[config.mk]
export PLATFORM = sky130hd
export DESIGN_NAME = cpu_wb_wide_add_seq
export DESIGN_NICKNAME = d
export VERILOG_FILES = /design/src/rtl/cpu_wb_wide_add_seq.sv
export SDC_FILE = /design/constraint.sdc
export NUM_CORES = 1
export LEC_CHECK = 0
export CAP_MARGIN = 20
export CORE_AREA = 4 4 290 292
export DETAILED_ROUTE_END_ITERATION = 12
export DIE_AREA = 0 0 294 296
export PLACE_DENSITY = 0.5
export SLEW_MARGIN = 20
export SYNTH_ARGS = -nofsm -noshare
export SYNTH_HDL_FRONTEND = slang
export SYNTH_HIERARCHICAL = 1
export SYNTH_SLANG_ARGS = --single-unit
[constraint.sdc]
create_clock -name clk -period 3.3 [get_ports clk]
set_clock_uncertainty 0.1 [all_clocks]
set_input_delay 0.66 -clock clk [delete_from_list [all_inputs] [get_ports clk]]
set_output_delay 0.66 -clock clk [all_outputs]
set_load 0.05 [all_outputs]
[src/rtl/cpu_wb_wide_add_seq.sv]
// Wide add/subtract sequencer: arbitrates two requesters onto one shared
// DATA_WID-bit adder and chains the carry word by word, LSW first.

module cpu_wb_wide_add_seq #(
  parameter int DATA_WID  = 32,
  parameter int NUM_WORDS = 4
) (
  input  logic                          clk,
  input  logic                          rst,
  input  logic                          req0_valid,
  output logic                          req0_ready,
  input  logic [NUM_WORDS*DATA_WID-1:0] req0_a,
  input  logic [NUM_WORDS*DATA_WID-1:0] req0_b,
  input  logic                          req0_sub,
  input  logic                          req1_valid,
  output logic                          req1_ready,
  input  logic [NUM_WORDS*DATA_WID-1:0] req1_a,
  input  logic [NUM_WORDS*DATA_WID-1:0] req1_b,
  input  logic                          req1_sub,
  output logic [DATA_WID-1:0]           add_in1,
  output logic [DATA_WID-1:0]           add_in2,
  output logic                          add_cin,
  input  logic [DATA_WID-1:0]           add_sum,
  input  logic                          add_cout,
  output logic                          rsp_valid,
  input  logic                          rsp_ready,
  output logic [NUM_WORDS*DATA_WID-1:0] rsp_sum,
  output logic                          rsp_cout,
  output logic                          rsp_id
);

  localparam int W     = NUM_WORDS * DATA_WID;
  localparam int IDX_W = (NUM_WORDS > 1) ? $clog2(NUM_WORDS) : 1;
  localparam logic [IDX_W-1:0] LAST_IDX = IDX_W'(NUM_WORDS - 1);

  typedef enum logic [1:0] {
    IDLE = 2'd0,
    RUN  = 2'd1,
    DONE = 2'd2
  } state_t;

  state_t             state_r;
  state_t             state_s;
  logic               ptr_r;
  logic [W-1:0]       op_a_r;
  logic [W-1:0]       op_b_r;
  logic               sub_r;
  logic               id_r;
  logic [IDX_W-1:0]   idx_r;
  logic               carry_r;
  logic [W-1:0]       sum_r;
  logic               cout_r;
  logic               accept_s;
  logic               grant_s;
  logic [DATA_WID-1:0] word_a_s;
  logic [DATA_WID-1:0] word_b_s;

  // Arbitration and next-state: ptr_r names the favoured port on a tie.
  always_comb begin
    state_s    = state_r;
    accept_s   = 1'b0;
    grant_s    = 1'b0;
    req0_ready = 1'b0;
    req1_ready = 1'b0;
    case (state_r)
      IDLE: begin
        if (rst) begin
          accept_s = 1'b0;
        end else if (req0_valid && req1_valid) begin
          accept_s = 1'b1;
          grant_s  = ptr_r;
        end else if (req0_valid) begin
          accept_s = 1'b1;
          grant_s  = 1'b0;
        end else if (req1_valid) begin
          accept_s = 1'b1;
          grant_s  = 1'b1;
        end else begin
          accept_s = 1'b0;
        end
        req0_ready = accept_s && !grant_s;
        req1_ready = accept_s && grant_s;
        if (accept_s) begin
          state_s = RUN;
        end else begin
          state_s = IDLE;
        end
      end
      RUN: begin
        if (idx_r == LAST_IDX) begin
          state_s = DONE;
        end else begin
          state_s = RUN;
        end
      end
      DONE: begin
        if (rsp_ready) begin
          state_s = IDLE;
        end else begin
          state_s = DONE;
        end
      end
      default: state_s = IDLE;
    endcase
  end

  assign word_a_s = op_a_r[int'(idx_r)*DATA_WID +: DATA_WID];
  assign word_b_s = op_b_r[int'(idx_r)*DATA_WID +: DATA_WID];

  // Shared adder drive; subtraction is a + ~b with carry-in 1 on the LSW.
  always_comb begin
    add_in1 = {DATA_WID{1'b0}};
    add_in2 = {DATA_WID{1'b0}};
    add_cin = 1'b0;
    if ((state_r == RUN) && !rst) begin
      add_in1 = word_a_s;
      add_in2 = sub_r ? ~word_b_s : word_b_s;
      add_cin = (idx_r == {IDX_W{1'b0}}) ? sub_r : carry_r;
    end else begin
      add_in1 = {DATA_WID{1'b0}};
      add_in2 = {DATA_WID{1'b0}};
      add_cin = 1'b0;
    end
  end

  // Operand capture, per-word result/carry accumulation and pointer update.
  always_ff @(posedge clk) begin
    if (rst) begin
      state_r <= IDLE;
      ptr_r   <= 1'b0;
      op_a_r  <= {W{1'b0}};
      op_b_r  <= {W{1'b0}};
      sub_r   <= 1'b0;
      id_r    <= 1'b0;
      idx_r   <= {IDX_W{1'b0}};
      carry_r <= 1'b0;
      sum_r   <= {W{1'b0}};
      cout_r  <= 1'b0;
    end else begin
      state_r <= state_s;
      case (state_r)
        IDLE: begin
          if (accept_s) begin
            id_r   <= grant_s;
            op_a_r <= grant_s ? req1_a : req0_a;
            op_b_r <= grant_s ? req1_b : req0_b;
            sub_r  <= grant_s ? req1_sub : req0_sub;
            idx_r  <= {IDX_W{1'b0}};
          end
        end
        RUN: begin
          sum_r[int'(idx_r)*DATA_WID +: DATA_WID] <= add_sum;
          carry_r <= add_cout;
          if (idx_r == LAST_IDX) begin
            cout_r <= add_cout;
            idx_r  <= {IDX_W{1'b0}};
          end else begin
            idx_r <= idx_r + IDX_W'(1);
          end
        end
        DONE: begin
          if (rsp_ready) begin
            ptr_r <= ~id_r;
          end
        end
        default: ;
      endcase
    end
  end

  assign rsp_valid = (state_r == DONE) && !rst;
  assign rsp_sum   = sum_r;
  assign rsp_cout  = cout_r;
  assign rsp_id    = id_r;

  cpu_wb_wide_add_seq_chk #(
    .DATA_WID (DATA_WID),
    .W        (W)
  ) u_chk (
    .clk        (clk),
    .rst        (rst),
    .busy       (state_r != IDLE),
    .run        (state_r == RUN),
    .req0_valid (req0_valid),
    .req0_ready (req0_ready),
    .req1_valid (req1_valid),
    .req1_ready (req1_ready),
    .add_in1    (add_in1),
    .add_in2    (add_in2),
    .add_cin    (add_cin),
    .rsp_valid  (rsp_valid),
    .rsp_ready  (rsp_ready),
    .rsp_sum    (rsp_sum),
    .rsp_cout   (rsp_cout),
    .rsp_id     (rsp_id)
  );

endmodule

// Protocol checks for the sequencer's handshakes and adder port.
module cpu_wb_wide_add_seq_chk #(
  parameter int DATA_WID = 32,
  parameter int W        = 128
) (
  input logic                clk,
  input logic                rst,
  input logic                busy,
  input logic                run,
  input logic                req0_valid,
  input logic                req0_ready,
  input logic                req1_valid,
  input logic                req1_ready,
  input logic [DATA_WID-1:0] add_in1,
  input logic [DATA_WID-1:0] add_in2,
  input logic                add_cin,
  input logic                rsp_valid,
  input logic                rsp_ready,
  input logic [W-1:0]        rsp_sum,
  input logic                rsp_cout,
  input logic                rsp_id
);

  a_ready_onehot: assert property (@(posedge clk) disable iff (rst)
    !(req0_ready && req1_ready));

  a_ready_has_valid: assert property (@(posedge clk) disable iff (rst)
    (!req0_ready || req0_valid) && (!req1_ready || req1_valid));

  a_ready_idle_only: assert property (@(posedge clk) disable iff (rst)
    busy |-> (!req0_ready && !req1_ready));

  a_adder_quiet: assert property (@(posedge clk) disable iff (rst)
    !run |-> ((add_in1 == {DATA_WID{1'b0}}) && (add_in2 == {DATA_WID{1'b0}}) && !add_cin));

  a_rsp_hold: assert property (@(posedge clk) disable iff (rst)
    (rsp_valid && !rsp_ready) |=> (rsp_valid && $stable(rsp_sum) && $stable(rsp_cout) && $stable(rsp_id)));

endmodule

Word level (Yosys, flattened, before mapping)
Cells that the tools add are included.
{ "word_totals": {"register_bits": 393, "in_bits": 552, "elab_cells": 65} }
{ "op_classes": {"n_addsub": 2, "n_eq_ne": 4, "shifts": 4, "muxes": 29, "bitwise": 2, "reduce_logical": 14} }
{ "ops": {"columns": ["op", "n"], "rows": [
  ["2-to-1 mux 128 bit", 2],
  ["indexed part select 128 x 8 -> 32 bit", 2],
  ["bitwise mux 128 bit", 1],
  ["variable shift 32 x 33 -> 128 bit (first input constant)", 1],
  ["indexed part select 32 x 33 -> 128 bit", 1],
  ["2-to-1 mux 32 bit", 3],
  ["negator 7 -> 33 bit", 1],
  ["NOT 32 bit", 1],
  ["2-to-1 mux 1 bit", 17],
  ["2-to-1 mux 2 bit", 4],
  ["AND reduction 2 bit", 4],
  ["case mux 2 bit (3 select lines)", 1],
  ["logical AND 1 bit", 5],
  ["== test 2 bit (second input constant)", 2],
  ["logical NOT 2 bit", 2],
  ["case mux 2 bit (2 select lines)", 1],
  ["adder 2 x 1 -> 2 bit (second input constant)", 1],
  ["== test 2 x 1 -> 1 bit (second input constant)", 1],
  ["logical NOT 1 bit", 2],
  ["!= test 2 bit (second input constant)", 1],
  ["nonzero test 2 bit", 1],
  ["NOT 1 bit", 1]
]} }

Depth between registers and ports, before layout
Gate-level depths: netlist (run 1).
{ "depth": {"depth_word": 8, "depth_mapped": 9} }

Worst setup path before layout (run 1)
No wires, ideal clock.
{ "synth_path": {"path_type": "input to output", "start": "input port req1_valid", "end": "output port req0_ready", "arrival_time_ns": 2.576, "required_time_ns": 2.540, "path_slack_ns": -0.036, "stages": 6, "n_path_buf": 3, "path_cell_list": "buf_2 > or2_2 > buf_2 > clkbuf_1 > nand2_1 > nor3b_1"} }
{ "synth_between": {"elab_chain_len": 8, "elab_cells_between_ends": 13} }
{ "synth_lines": {"columns": ["item", "line_no", "text"], "rows": [
  ["start, declared", "15", "input logic req1_valid,"],
  ["2-to-1 mux 1 bit", "75", "end else if (req1_valid) begin"],
  ["2-to-1 mux 1 bit", "72", "end else if (req0_valid) begin"],
  ["2-to-1 mux 1 bit", "69", "end else if (req0_valid && req1_valid) begin"],
  ["2-to-1 mux 1 bit", "67", "if (rst) begin"],
  ["2-to-1 mux 1 bit", "65", "case (state_r)"],
  ["logical NOT 1 bit", "81", "req0_ready = accept_s && !grant_s;"],
  ["logical AND 1 bit (*)", "81", null],
  ["2-to-1 mux 1 bit (*)", "65", null],
  ["end, declared", "11", "output logic req0_ready,"]
]} }
Mark *: on every way between the ends. The rest lies on a longest branch, timed or not. The select of a mux whose other input is x is not followed.

Worst setup path in the final report (run 1)
{ "layout_path": {"start": "register state_r[0]", "end": "output port add_in2[11]"} }
{ "layout_between": {"elab_chain_len": 3} }
{ "layout_lines": {"columns": ["item", "line_no", "text"], "rows": [
  ["start, declared", "42", "state_t state_r;"],
  ["start signal, assigned", "140", "state_r <= state_s;"],
  ["== test 2 x 1 -> 1 bit", "115", "if ((state_r == RUN) && !rst) begin"],
  ["logical AND 1 bit", "115", null],
  ["2-to-1 mux 32 bit", "115", null],
  ["end, declared", "21", "output logic [DATA_WID-1:0] add_in2,"]
]} }
No other way between the ends.

==> results.sh, run 1 <==
export IMPL_syn_inst=2334
export IMPL_synthToLayoutAreaGrowth_pct=45.71
export IMPL_finalHoldViolations=0
export IMPL_path_max_fanout=32
export IMPL_synthFlopType="dfxtp_1"
export IMPL_grt_overflow=0
export IMPL_clkPwrFrac_pct=37.7
export IMPL_drive_above_1_share_pct=12.36
export IMPL_swShare_pct=31.85
export IMPL_die_area_um2=87020
export IMPL_setup_viol_count_final=0
export IMPL_clk_pin_slew_ns=0.06
export IMPL_vias_per_cell=6.158
export IMPL_vias=24485
export IMPL_die_w_um=294
export IMPL_synth_avg_cell_area_um2=9.172
export IMPL_holdCritPathClass="flop to flop"
export IMPL_numCtsBuffers=49
export IMPL_grt_start_max_net_pins=218
export IMPL_grt_pass1_wl_um=169500
export IMPL_grt_usage_pct=25.39
export IMPL_crit_type="flop to output port"
export IMPL_maxCapViolCount=0
export IMPL_synth_seq_cells=393
export IMPL_reg2reg_slack_ns=0.78
export IMPL_critPathLaunchType="flop"
export IMPL_ios=750
export IMPL_status="finished clean"
export IMPL_synth_yosys_seq_area_share_pct=36.75
export IMPL_grt_pass1_vias=24059
export IMPL_rsz0062_at_grt="no"
export IMPL_period_needed_ns=3.151
export IMPL_syn_area_um2=21410
export IMPL_ctsHoldBuffers=0
export IMPL_h_tree_depth=2
export IMPL_drt_iter0_markers=2136
export IMPL_yosysWarningCount=6
export IMPL_synth_largest_area_cell="dfxtp_1"
export IMPL_antenna_found_initial=57
export IMPL_cp_end_kind="output port"
export IMPL_cts_tree="done"
export IMPL_seqPwrFrac_pct=37.6
export IMPL_postRouteAntennaNets=0
export IMPL_wl_per_cell_um=29.52
export IMPL_cts_root_buf="clkbuf_16"
export IMPL_start_util_pct=26.24
export IMPL_worst_pin_slew_ns=1.173
export IMPL_slew_violations=0
export IMPL_cts_sinks=393
export IMPL_cts_path_max_buffers=3
export IMPL_cp_arrival_ns=2.39
export IMPL_numPortBuffers=749
export IMPL_routabilityCongestion=0.9059
export IMPL_max_freq_ghz=0.3174
export IMPL_drt_pass1_iter_count=6
export IMPL_power_density_nw_per_um2=460.7
export IMPL_power_switching_w=0.004578
export IMPL_drc=0
export IMPL_clkLatencyLatePin_ns=0.59
export IMPL_synth_cell_type_count=42
export IMPL_yosysMostFrequentCell="dfxtp_1"
export IMPL_pwr_share_comb_pct=24.8
export IMPL_die_h_um=296
export IMPL_fin_nets=3378
export IMPL_dp_hpwl_um=79440
export IMPL_p_int_w=0.009794
export IMPL_synth_edff_count=0
export IMPL_synth_top_area_share_pct=36.75
export IMPL_async_flop_share_pct=0
export IMPL_holdWs_ns=0.3494
export IMPL_p_leak_nw=9.899
export IMPL_relSlewSlack_pct=21.81
export IMPL_rows=105
export IMPL_dpl_cell_area_um2=29410
export IMPL_worst_ir_drop_vdd_uv=342.0
export IMPL_totalWireLength_um=117400
export IMPL_final_area_um2=31190
export IMPL_setup_tns_ns=0
export IMPL_worstPathRequired_ns=2.54
export IMPL_ys_top_cells_by_area="dfxtp_1, a311oi_1, o41ai_1"
export IMPL_syn_num_nets=2892
export IMPL_core_area_um2=81580
export IMPL_fin_crit_sh_pct=95.49
export IMPL_synthTopCellsByCount="dfxtp_1, a21oi_1, a311oi_1, nand4_1, o41ai_1"
-- worst max-delay path, stage by stage (launching register included) --
cell,delay (ns)
dfxtp_2,0.38
or3b_4,0.46
or2_1,0.28
buf_6,0.21
mux2i_1,0.21
buf_4,0.23
-- cell families (layout without fill, tap and decap cells) --
logic type | count (synthesis) | count (layout) | synth area share (%)
AND/OR/NAND/NOR | 525 | 525 | 13.74
other | 0 | 49 | 0
flip-flops | 393 | 393 | 36.75
AO/OA/AOI/OAI | 909 | 909 | 32.48
buffers and inverters | 403 | 926 | 8.358
adder cells (fa/ha/maj) | 6 | 6 | 0.3507
multiplexers | 98 | 98 | 8.323
-- power by group through the flow --
stage	sequential, W	clock (W)	combinational [W]
4_1_cts	0.00539	0.00553	0.00354
2_1_floorplan	0.00544	0	0.00191
5_1_grt	0.00542	0.00568	0.00376
3_5_place_dp	0.00549	0	0.00350
6_report	0.00540	0.00541	0.00356
3_3_place_gp	0.00549	0	0.00348
-- sequential cells by signal (all words and copies together), names as in the netlist --
register and cells:
op_a_r 128, op_b_r 128, rsp_sum 128, idx_r 2
state_r 2, carry_r 1, ptr_r 1, rsp_cout 1
rsp_id 1, sub_r 1
-- per-layer routing --
layer	global-route usage [%]	part of all wire [%]	vias up	routed length, µm
li1	-	-	10685	-
met2	41.51	48	1270	56020
met1	31.55	40	12267	46480
met5	0	0.13	-	147
met4	11.78	4.0	22	4720
met3	6.448	8.5	241	9999
-- worst paths after layout --
check | start | endpoint | cells past startpoint
max | state_r[0] | add_in2[11] | 5
min | rsp_sum[63] | rsp_sum[63] | 2
max reg2reg | idx_r[0] | rsp_sum[105] | 7
min reg2reg | rsp_sum[63] | rsp_sum[63] | 2
-- final cells by class --
class / count / area (µm²)
fillers: 8141 / 50390
multi-input cells: 1538 / 11840
repair buffers: 834 / 8406
flip-flops and latches: 393 / 7876
clock buffers: 71 / 1461
well taps: 1070 / 1339
diodes: 49 / 122.6
clock inverters: 17 / 121.4
inverters: 4 / 22.52
-- stage by stage --
| stage | setup slack, ns | utilization, % | cells | power (W) |
|---|---|---|---|---|
| global route | 0.03694 | 38.21 | 3967 | 0.01487 |
| detailed placement | 0.2950 | 36.05 | 3837 | 0.008996 |
| floorplan | 0.03382 | - | 2334 | 0.007356 |
| finish | 0.1490 | 38.23 | 3976 | 0.01437 |
| global placement | 0.3738 | 36.05 | 3837 | 0.008968 |
| CTS | 0.01088 | 38.06 | 3927 | 0.01446 |
-- cell usage in the layout (no fill, tap or decap), drive strengths merged, types with 7 or more instances in the layout --
cell             n
nand3           66
a311oi         257
nor2b           31
nand4          257
inv              7
o41ai          257
nor2            69
a21oi          327
mux2i           34
nand3b           7
clkbuf          72
dfxtp          393
clkdlybuf4s50  679
mux4            64
a32oi           64
clkinv          13
diode           49
buf            153
nand2           70
-- timing repair --
action / 4_1_cts / 5_1_grt
setup buffers: 1 / 0
gates resized for setup: 5 / 5
cloned: 1 / 0
endpoints found under the setup margin: 34 / 7
(Power assumes the default switching activity.)
==> run 2: changes to the inputs <==
- HOLD_SLACK_MARGIN: not set -> 0.15
- MAX_ROUTING_LAYER: not set -> met4
==> run 2 against run 1 <==
Compared with the run above:
- register-to-register slack better by 0.09 ns
- first-iteration DRC count up 6.0%
- highest routed layer is now met4
- sequential power about the same
- combinational power about the same
- count of clock-buffer cells in the layout down 1
- global-route usage up 0.64 points
- clock power about the same
- die area unchanged
- flip-flop and latch count unchanged
==> results.sh, run 2 (synthesized netlist as in run 1, its figures left out) <==
export IMPL_status="finished clean"
export IMPL_wl_per_cell_um=29.32
export IMPL_grt_usage_pct=26.04
export IMPL_maxCapViolCount=0
export IMPL_postRouteAntennaNets=0
export IMPL_dpl_cell_area_um2=29490
export IMPL_routabilityCongestion=0.9146
export IMPL_cp_arrival_ns=2.40
export IMPL_final_common_cell="clkdlybuf4s50_1"
export IMPL_die_area_um2=87020
export IMPL_ios=750
export IMPL_layout_common_cells="clkdlybuf4s50_1, dfxtp_1, a21oi_1"
export IMPL_drive_above_1_share_pct=12.24
export IMPL_top_layer_used="met4"
export IMPL_cp_startpoint="idx_r[0]"
export IMPL_setup_viol_count_final=0
export IMPL_clkLatencyLatePin_ns=0.58
export IMPL_cp_end_kind="output port"
export IMPL_rows=105
export IMPL_fin_crit_sh_pct=95.67
export IMPL_path_max_fanout=19
export IMPL_die_w_um=294
export IMPL_h_tree_depth=2
export IMPL_grt_pass1_vias=23806
export IMPL_max_freq_ghz=0.3168
export IMPL_synthToLayoutAreaGrowth_pct=46.05
export IMPL_numCtsBuffers=49
export IMPL_final_area_um2=31270
export IMPL_seqPwrFrac_pct=37.5
export IMPL_drc=0
export IMPL_drt_pass1_iter_count=5
export IMPL_critPathLaunchType="flop"
export IMPL_fin_nets=3380
export IMPL_relSlewSlack_pct=26.44
export IMPL_p_leak_nw=9.925
export IMPL_clk_pin_slew_ns=0.06
export IMPL_cts_path_max_buffers=3
export IMPL_finalHoldViolations=0
export IMPL_met3_length_um=9171
export IMPL_clkPwrFrac_pct=37.8
export IMPL_n_fill_cell=8068
export IMPL_cts_root_buf="clkbuf_16"
export IMPL_drt_iter0_markers=2264
export IMPL_p_int_w=0.009860
export IMPL_multi_input_comb_area_um2=11830
export IMPL_ctsHoldBuffers=0
export IMPL_rsz0062_at_grt="no"
export IMPL_power_density_nw_per_um2=460.7
export IMPL_worstPathRequired_ns=2.54
export IMPL_antenna_found_initial=59
export IMPL_min_from="rsp_sum[41]"
export IMPL_power_switching_w=0.004543
export IMPL_grt_start_max_net_pins=216
export IMPL_start_util_pct=26.24
export IMPL_die_h_um=296
export IMPL_vias_per_cell=6.119
export IMPL_totalWireLength_um=117000
export IMPL_cts_tree="done"
export IMPL_swShare_pct=31.54
export IMPL_holdCritPathClass="flop to flop"
export IMPL_drt_met1_wl_um=47560
export IMPL_core_area_um2=81580
export IMPL_vias=24419
export IMPL_period_needed_ns=3.157
export IMPL_grt_overflow=0
export IMPL_setup_tns_ns=0
export IMPL_slew_violations=0
export IMPL_cts_sinks=393
export IMPL_crit_type="flop to output port"
export IMPL_grt_pass1_wl_um=168300
export IMPL_dp_hpwl_um=80040
export IMPL_r2r_start="idx_r[0]"
export IMPL_numPortBuffers=749
export IMPL_pwr_share_comb_pct=24.7
export IMPL_worst_pin_slew_ns=1.103
export IMPL_wl_met2_um=55880
export IMPL_worst_ir_drop_vdd_uv=318.5
export IMPL_seqCellArea_um2=7876
-- run 2: changes by cell type in the layout (fill, tap and decap cells not counted), sizes merged --
cell | previous run | this run
buf | 153 | 156
diode | 49 | 61
inv | 7 | 6
clkinvlp | 0 | 1
clkinv | 13 | 14
clkbuf | 72 | 71
bufbuf | 1 | 0
bufinv | 1 | 2
-- run 2: repair_timing --
| action | CTS | global route |
|---|---|---|
| setup endpoints to repair | 42 | 0 |
| gates resized for setup | 2 | 0 |
| buffers inserted | 2 | 0 |
-- run 2: worst max-delay path, cell delays in order (launching register included) --
cell	delay [ns]
dfxtp_4	0.37
buf_12	0.17
inv_1	0.11
ha_1	0.39
mux2i_1	0.45
nor2_1	0.09
buf_4	0.21
-- run 2: through the flow --
stage          setup WS (ns)  power [W]  hold slack, ns  utilization (%)  instances
6_report              0.1430    0.01440          0.3483            38.32       3991
3_3_place_gp          0.3312   0.008991          0.3395            36.14       3839
3_5_place_dp          0.2699   0.009012          0.3421            36.14       3839
2_1_floorplan        0.03382   0.007356          0.3357                -       2334
5_1_grt              0.01421    0.01494          0.3620            38.31       3987
4_1_cts              0.05413    0.01449          0.3498            38.14       3930
-- run 2: worst paths after layout --
check	depth (start not counted)	slack [ns]	endpoint
worst max-delay path	6	0.14	add_cin
worst min-delay path	2	0.35	rsp_sum[41]
worst max register to register	7	0.87	rsp_sum[9]
worst min register to register	2	0.35	rsp_sum[41]
-- run 2: power by group through the flow --
| stage | clock network [W] | registers, W | logic [W] |
|---|---|---|---|
| floorplan | 0 | 0.00544 | 0.00191 |
| global route | 0.00574 | 0.00542 | 0.00377 |
| global placement | 0 | 0.00548 | 0.00351 |
| detailed placement | 0 | 0.00549 | 0.00352 |
| finish | 0.00544 | 0.00540 | 0.00356 |
| CTS | 0.00556 | 0.00539 | 0.00355 |
-- run 2: final cells by class --
type,count,area share [%]
inverters,4,0.07203
multi-input cells,1538,37.84
well taps,1070,4.282
clock buffers,70,4.634
diodes,61,0.4882
repair buffers,836,26.99
clock inverters,19,0.4962
flip-flops and latches,393,25.19
-- run 2: per-layer routing --
| metal | global-route usage (%) | vias to the layer above |
|---|---|---|
| met4 | 10.64 | 0 |
| met2 | 41.27 | 1292 |
| met1 | 32.73 | 12200 |
| li1 | - | 10718 |
| met3 | 5.003 | 209 |
| met5 | - | - |
==> RTL change, RTL diff (config.mk and constraints of run 2) <==
Reset style: asynchronous (`rst`), changed in one clocked block.
--- a/src/rtl/cpu_wb_wide_add_seq.sv
+++ b/src/rtl/cpu_wb_wide_add_seq.sv
@@ -124,7 +124,7 @@
   end
 
   // Operand capture, per-word result/carry accumulation and pointer update.
-  always_ff @(posedge clk) begin
+  always_ff @(posedge clk or posedge rst) begin
     if (rst) begin
       state_r <= IDLE;
       ptr_r   <= 1'b0;
Formal check against the unedited RTL: differs if rst is asserted again (counterexample within 4 cycles, from zero or initial values and one cycle with rst high); with rst held inactive, the same outputs for 4 cycles.
==> RTL change against run 2 <==
Die area stayed put. Sequential cell count unchanged. First-iteration DRC count decreased by 9.1%. Global-route usage down 2.3 points. Routed wire length down 8.9%. Cell area grew 3.5%. Worst setup slack got worse by 0.043 ns. Fmax is 1.3% lower. Area after synthesis decreased by 0.89%. Largest cell class unchanged.
Power is not compared: it rests on default switching activity, and its combinational part moved more than twofold at a synthesized area within 25%.
==> RTL change: results <==
[synth]
avgSynthCellArea_um2 = 10.4
yosys-top-cells-area = dfrtp_1, o31ai_1, a31oi_1
ys_top_cells_by_count = dfrtp_1, a31oi_1, o31ai_1, a21oi_1, nand4_1
synth.net_count = 2600
ys.flop_type = dfrtp_1

[setup_path]
crit_slowest_cell = dfrtp_4
r2r_slack_ns = 0.89
path_max_fanout = 33
rr_worst_depth = 4
crit_family = flip-flops

[clocking]
insertion_delay_ns = 0.61

[timing]
hold_ws_ns = 0.386
worst_slew_pin_slew_ns = 0.978

[grt]
grt_pass1_wl_mm = 153
grt_usage_pct = 23.7
grt_antenna_before_repair = 45

[cells_and_area]
buf_share_pct = 28.7
clkbuf_count = 74
final-clk-cell-share_pct = 5.45
fin_nets = 3175

[drt]
viasPerCell = 5.82
drtIter0Drc = 2058

[placement]
place_congestion = 0.900

[status]
status = finished, final reports clean

[power_and_ir_drop]
finalPower_uw = 31200
==> RTL change: cell families (layout without fill, tap and decap cells) <==
| kind of cell | after synthesis | after routing | share of synthesized area [%] |
|---|---|---|---|
| adders and majority gates | 5 | 5 | 0.295 |
| other | 0 | 45 | 0 |
| AOI/OAI and AO/OA | 905 | 905 | 28.2 |
| muxes | 98 | 98 | 8.40 |
| DFF | 393 | 393 | 46.4 |
| and+or+nand+nor | 329 | 329 | 9.76 |
| buffers and inverters | 313 | 928 | 6.99 |
==> RTL change: routing by layer <==
| metal | GRT usage [%] | wire length [um] |
|---|---|---|
| met5 | - | 0 |
| met4 | 8.66 | 3260 |
| met3 | 4.44 | 7910 |
| met2 | 38.5 | 52900 |
| met1 | 29.6 | 42600 |
==> RTL change: timing repair <==
action | in CTS | in global routing
hold endpoints to repair | 0 | 0
endpoints found under the setup margin | 58 | 3
hold buffers | 0 | 0
buffers inserted | 3 | 0
gates resized for setup | 1 | 1
